==> config.mk <==
export PLATFORM = sky130hd
export DESIGN_NAME = cordic_seq_ctrl_flat
export DESIGN_NICKNAME = d
export VERILOG_FILES = /design/src/rtl/cordic_pkg.sv /design/src/rtl/cordic_seq_ctrl_if.sv /design/src/rtl/cordic_stage.sv /design/src/rtl/cordic_seq_ctrl.sv /design/src/flat_wrapper.sv
export SDC_FILE = /design/constraint.sdc
export NUM_CORES = 1
export LEC_CHECK = 0
export ABC_CLOCK_PERIOD_IN_PS = 5200
export CORE_UTILIZATION = 27
export CTS_BUF_LIST = sky130_fd_sc_hd__clkbuf_16
export CTS_CLUSTER_SIZE = 8
export DETAILED_ROUTE_END_ITERATION = 7
export GPL_TIMING_DRIVEN = 0
export HOLD_SLACK_MARGIN = 0.05
export PLACE_DENSITY = 0.46
export SYNTH_ARGS = -nofsm -noshare
export SYNTH_HDL_FRONTEND = slang
export SYNTH_SLANG_ARGS = --single-unit
==> constraint.sdc <==
create_clock -name clk -period 5.2 [get_ports clk]
set_clock_uncertainty 0.05 [all_clocks]
set_input_delay 1.04 -clock clk [delete_from_list [all_inputs] [get_ports clk]]
set_output_delay 1.04 -clock clk [all_outputs]
set_load 0.1 [all_outputs]
==> src/rtl/cordic_pkg.sv <==
// Shared CORDIC constants: datapath width, arctan ROM (degrees, Q8.12) and the
// sequencer state encoding.
package cordic_pkg;

  localparam int CORDIC_W = 20;
  localparam int LUT_N    = 16;

  typedef enum logic [1:0] {
    IDLE = 2'd0,
    ITER = 2'd1,
    DONE = 2'd2
  } cordic_state_e;

  // round(atan(2^-k) [deg] * 4096)
  localparam logic [CORDIC_W-1:0] ATAN_LUT [LUT_N] = '{
    20'd184320, 20'd108810, 20'd57492, 20'd29184,
    20'd14649,  20'd7331,   20'd3667,  20'd1833,
    20'd917,    20'd458,    20'd229,   20'd115,
    20'd57,     20'd29,     20'd14,    20'd7
  };

endpackage

==> src/rtl/cordic_seq_ctrl_if.sv <==
// Request/result handshake bundle between a CORDIC client and the sequencer.
interface cordic_seq_ctrl_if
  import cordic_pkg::*;
#(
  parameter int W = CORDIC_W
);
  logic         in_valid;
  logic         in_ready;
  logic [W-1:0] x_in;
  logic [W-1:0] y_in;
  logic [W-1:0] target_angle;
  logic         out_valid;
  logic         out_ready;
  logic [W-1:0] x_out;
  logic [W-1:0] y_out;
  logic [W-1:0] angle_out;
  logic         busy;

  modport master (
    output in_valid, x_in, y_in, target_angle, out_ready,
    input  in_ready, out_valid, x_out, y_out, angle_out, busy
  );

  modport slave (
    input  in_valid, x_in, y_in, target_angle, out_ready,
    output in_ready, out_valid, x_out, y_out, angle_out, busy
  );
endinterface

==> src/rtl/cordic_stage.sv <==
// One combinational CORDIC micro-rotation; all arithmetic wraps modulo 2^W.
module cordic_stage #(
  parameter int W = 20
) (
  input  logic [W-1:0] x_in,
  input  logic [W-1:0] y_in,
  input  logic [W-1:0] ang_in,
  input  logic [W-1:0] atan,
  input  logic [3:0]   shift,
  input  logic         add,
  output logic [W-1:0] x_out,
  output logic [W-1:0] y_out,
  output logic [W-1:0] ang_out
);
  logic signed [W-1:0] xs, ys;

  assign xs = $signed(x_in) >>> shift;
  assign ys = $signed(y_in) >>> shift;

  // add: rotate counter-clockwise and advance the angle accumulator
  assign x_out   = add ? x_in - ys      : x_in + ys;
  assign y_out   = add ? y_in + xs      : y_in - xs;
  assign ang_out = add ? ang_in + atan  : ang_in - atan;
endmodule

==> src/rtl/cordic_seq_ctrl.sv <==
// Iterative CORDIC rotation sequencer: one micro-rotation per clock through a
// single shared stage, N_ITER iterations per request.
module cordic_seq_ctrl
  import cordic_pkg::*;
#(
  parameter int N_ITER = 16,
  parameter int W      = CORDIC_W
) (
  input  logic              clk,
  input  logic              rst_n,
  input  logic              clr,
  cordic_seq_ctrl_if.slave  bus
);
  localparam logic [3:0] LAST_I = 4'(N_ITER - 1);

  cordic_state_e state_q, state_d;

  logic [3:0]          iter_q;
  logic [W-1:0]        x_q, y_q, ang_q, tgt_q;
  logic [W-1:0]        x_nxt, y_nxt, ang_nxt, atan_k;
  logic signed [W-1:0] diff;
  logic                add, last;

  assign last   = (iter_q == LAST_I);
  assign atan_k = W'(ATAN_LUT[iter_q]);

  // Direction from the wrapped difference so targets near 0 still converge
  // when the accumulator dips below zero.
  assign diff = tgt_q - ang_q;
  assign add  = (diff >= 0);

  cordic_stage #(.W(W)) u_stage (
    .x_in   (x_q),
    .y_in   (y_q),
    .ang_in (ang_q),
    .atan   (atan_k),
    .shift  (iter_q),
    .add    (add),
    .x_out  (x_nxt),
    .y_out  (y_nxt),
    .ang_out(ang_nxt)
  );

  always_ff @(posedge clk or negedge rst_n) begin
    if (!rst_n) state_q <= IDLE;
    else        state_q <= state_d;
  end

  always_comb begin
    state_d       = state_q;
    bus.in_ready  = 1'b0;
    bus.out_valid = 1'b0;
    bus.busy      = 1'b1;
    case (state_q)
      IDLE: begin
        bus.in_ready = 1'b1;
        bus.busy     = 1'b0;
        if (bus.in_valid) state_d = ITER;
      end
      ITER: if (last) state_d = DONE;
      DONE: begin
        bus.out_valid = 1'b1;
        if (bus.out_ready) state_d = IDLE;
      end
      default: state_d = IDLE;
    endcase
    if (clr) state_d = IDLE;
  end

  always_ff @(posedge clk or negedge rst_n) begin
    if (!rst_n) begin
      iter_q <= '0;
      x_q    <= '0;
      y_q    <= '0;
      ang_q  <= '0;
      tgt_q  <= '0;
    end else if (clr) begin
      iter_q <= '0;
      x_q    <= '0;
      y_q    <= '0;
      ang_q  <= '0;
      tgt_q  <= '0;
    end else begin
      case (state_q)
        IDLE: if (bus.in_valid) begin
          iter_q <= '0;
          x_q    <= bus.x_in;
          y_q    <= bus.y_in;
          ang_q  <= '0;
          tgt_q  <= bus.target_angle;
        end
        ITER: begin
          x_q    <= x_nxt;
          y_q    <= y_nxt;
          ang_q  <= ang_nxt;
          iter_q <= iter_q + 4'd1;
        end
        default: ;
      endcase
    end
  end

  assign bus.x_out     = x_q;
  assign bus.y_out     = y_q;
  assign bus.angle_out = ang_q;
endmodule

==> src/flat_wrapper.sv <==
// flat-port wrapper written by rule: the top's interface ports become plain ports
module cordic_seq_ctrl_flat import cordic_pkg::*;
#(
  parameter int N_ITER = 16,
  parameter int W      = CORDIC_W
)
  (clk, rst_n, clr, bus_in_valid, bus_x_in, bus_y_in, bus_target_angle, bus_out_ready, bus_in_ready, bus_out_valid, bus_x_out, bus_y_out, bus_angle_out, bus_busy);
  cordic_seq_ctrl_if #(.W(W)) bus_i ();
  input  logic clk;
  input  logic rst_n;
  input  logic clr;
  input wire logic [$bits(bus_i.in_valid)-1:0] bus_in_valid;
  input wire logic [$bits(bus_i.x_in)-1:0] bus_x_in;
  input wire logic [$bits(bus_i.y_in)-1:0] bus_y_in;
  input wire logic [$bits(bus_i.target_angle)-1:0] bus_target_angle;
  input wire logic [$bits(bus_i.out_ready)-1:0] bus_out_ready;
  output wire logic [$bits(bus_i.in_ready)-1:0] bus_in_ready;
  output wire logic [$bits(bus_i.out_valid)-1:0] bus_out_valid;
  output wire logic [$bits(bus_i.x_out)-1:0] bus_x_out;
  output wire logic [$bits(bus_i.y_out)-1:0] bus_y_out;
  output wire logic [$bits(bus_i.angle_out)-1:0] bus_angle_out;
  output wire logic [$bits(bus_i.busy)-1:0] bus_busy;
  assign bus_i.in_valid = bus_in_valid;
  assign bus_i.x_in = bus_x_in;
  assign bus_i.y_in = bus_y_in;
  assign bus_i.target_angle = bus_target_angle;
  assign bus_i.out_ready = bus_out_ready;
  assign bus_in_ready = bus_i.in_ready;
  assign bus_out_valid = bus_i.out_valid;
  assign bus_x_out = bus_i.x_out;
  assign bus_y_out = bus_i.y_out;
  assign bus_angle_out = bus_i.angle_out;
  assign bus_busy = bus_i.busy;
  cordic_seq_ctrl #(.N_ITER(N_ITER), .W(W)) u_core (.clk(clk), .rst_n(rst_n), .clr(clr), .bus(bus_i));
endmodule
==> metrics.txt <==
die height 197 um; Starting Density 27.3%; max_cap viols 0; Hold/Removal Path Class register to register; min cycle time layout 5110 ps; die width 197 um; TritonCTS clock tree done; Root Driver clkbuf_16; post-route design area 13700 um^2; unique cell type count in the Yosys netlist 75; multi-input logic area 8240 um^2; number of standard cells after synthesis 1272; residual DRC count 0; DR WL/cell 22.6 um; sequential area share after synthesis 20.9%; clock net sink count 86; endpoints failing hold 0; most frequent cell after synthesis nand2_1; Tot GR Track Use 23.1%; type of the worst setup path register to register; setup ws final 93.3 ps; Ys Warns 0; final net count 1618; Post-Syn Nets 1427; Area after DPL 12200 um^2; PwrDens 760 nW/um^2; Async SR Flop Fraction 100%; total number of vias 10690; Setup crit start u_core.iter_q[1]; status finished, final reports clean; leakage 0.00575 uW; flops & latches, synth 86; first-pass GRT wire length 66400 um; Startpoint Class register; leading area contributor after synthesis dfrtp_1; Worst-Margin Slew 1110 ps; GP Congestion 0.963; Clock Pin Slew Worst Setup and Hold Paths 90 ps; r2r startpoint u_core.iter_q[1]; non-filler instance count after layout 1979; fill cell count 3904; post-synth top area share 20.9%; Register Area 2180 um^2; placed cells 1910; top cells by area, synth dfrtp_1, ha_1, nand2_1, mux4_2, mux2i_1; area of the core 37600 um^2; post-synthesis cell area 10300 um^2; Cell Rows 71; final worst path period share 98.2%; R2R Path End u_core.bus.x_out[19]; dpl ws -1490 ps; worst reg2reg setup slack 90 ps; fmax 0.196 GHz; Worst Setup EP u_core.bus.x_out[19]; Worst Reg2Reg Path Length in Cells 19; commonest cells in the synthesized netlist nand2_1, o21ai_0, ha_1; IO buf count 126; Area Overhead vs Synth 33.6%; pin count of the biggest net entering global routing 50; ys flop type dfrtp_1; Inserted Clock Buffers 9; Initial DRC Count 780; required time of the critical path 5440 ps; CP arrival 5350 ps; setup violators final 0; grt ovf 0; vias in the first global route 10292; clock buffer depth 2; n_diodes 0; Vias per Instance 5.40; first drt pass iteration count 7; full die area 38800 um^2; CP endpoint kind register; io pins 128; post-DP HPWL 34100 um; crit path max fanout 5; H-tree Lvls 3; Final Max Tran Viols 0; Min Hold Slack 475 ps; peak supply drop 0.000305 V; Slew headroom 25.9%; share of cells above drive strength 1 18.1%; RSZ-0062 raised after global routing true; antenna viol nets, final 0; CTS Hold Buffers Added 0; number of synthesized flops with an enable pin 0; clock insertion delay at the later pin of the skew report 400 ps; routed wire length 44800 um; syn avg cell area 8.08 um^2; antenna violations before repair 0
[cell families after synthesis]
group,share of synthesized area [%]
buffers and inverters,4.58
AND/OR/NAND/NOR,18.2
adder cells (fa/ha/maj),11.2
multiplexers,12.5
AO/OA/AOI/OAI,24.4
XOR/XNOR,8.19
flip-flops,20.9
[sequential cells by signal, summed over array words and instances, names as in the netlist]
name and cells:
u_core.bus.y_out 20, u_core.iter_q 4, u_core.state_q 2, u_core.bus.angle_out 20
u_core.tgt_q 20, u_core.bus.x_out 20
[worst min-delay path by stage]
stage	start	endpoint	slack, ps	depth (start not counted)
final	u_core.tgt_q[0]	u_core.tgt_q[0]	480	2
after global routing	u_core.tgt_q[11]	u_core.tgt_q[11]	500	2
after CTS	u_core.tgt_q[0]	u_core.tgt_q[0]	480	2
after detailed placement	u_core.tgt_q[0]	u_core.tgt_q[0]	470	2
after global placement	u_core.tgt_q[0]	u_core.tgt_q[0]	460	2
after floorplan	u_core.tgt_q[0]	u_core.tgt_q[0]	450	2
[where the power goes]
group          leakage, uW  total [uW]  switching (uW)  internal (uW)
Clock             0.000144         728             386            342
Sequential         0.00112        1160             343            819
Combinational      0.00449        8540            4970           3570
Total              0.00575       10400            5690           4740
[critical path, cell delays in order, from the launching register on]
cell	delay [ps]
dfrtp_2	480
mux4_2	550
mux2_4	300
a222oi_1	310
buf_4	190
o211ai_1	130
nand3b_1	220
or3_4	370
o21ai_4	140
xor2_2	220
ha_4	240
a21o_1	180
a21o_1	170
a21o_1	180
a21oi_2	120
nand2_1	80
a41o_1	210
o41a_1	340
xnor3_1	190
a221o_1	320
[per-stage QoR]
step	TNS (ps)	power [uW]	util, %
finish	0	10400	36.5
global route	-101	11200	36.5
CTS	-14.1	9700	34.8
detailed placement	-29750	8360	32.6
global placement	-108230	8320	32.5
floorplan	-93.2	6490	-
[cell type report]
type / instances / area share, %
Sequential cell: 86 / 15.9
Clock inverter: 7 / 0.510
Inverter: 52 / 1.43
Buffer: 67 / 3.44
Tap cell: 511 / 4.66
Multi-Input combinational cell: 1065 / 60.0
Clock buffer: 9 / 1.64
Timing Repair Buffer: 182 / 12.4
[layer usage]
metal | up-vias | GRT usage, % | wire, um
li1 | 5039 | - | -
met1 | 5283 | 33.5 | 21900
met2 | 317 | 35.7 | 19800
met3 | 51 | 2.85 | 2190
met4 | 0 | 6.60 | 874
met5 | - | 0 | 0
[cells in the final DEF (no fill, tap or decap), types with 18 or more instances in the layout]
cell type        Yosys  final
ha_1                87     79
inv_1               50     48
nand2b_1            19     18
o21ai_0             99     91
dfrtp_1             86     66
xnor2_1             46     44
nand2_1            196    195
nor3_1              21     19
clkdlybuf4s50_1      0    125
nor2_1              71     65
a21o_1              21     20
nand3_1             25     24
buf_4                2     56
clkbuf_1            44     26
xor2_1              45     42
mux4_2              26     26
a22o_1              32     32
a21oi_1             86     75
mux2i_1             50     44
[what timing repair did]
action	in CTS	in global routing
pin swaps	23	51
endpoints found under the hold margin	0	0
endpoints found under the setup margin	44	18
setup buffers	23	32
gates resized for setup	96	93
No activity file was read; power rests on OpenSTA's default activity.
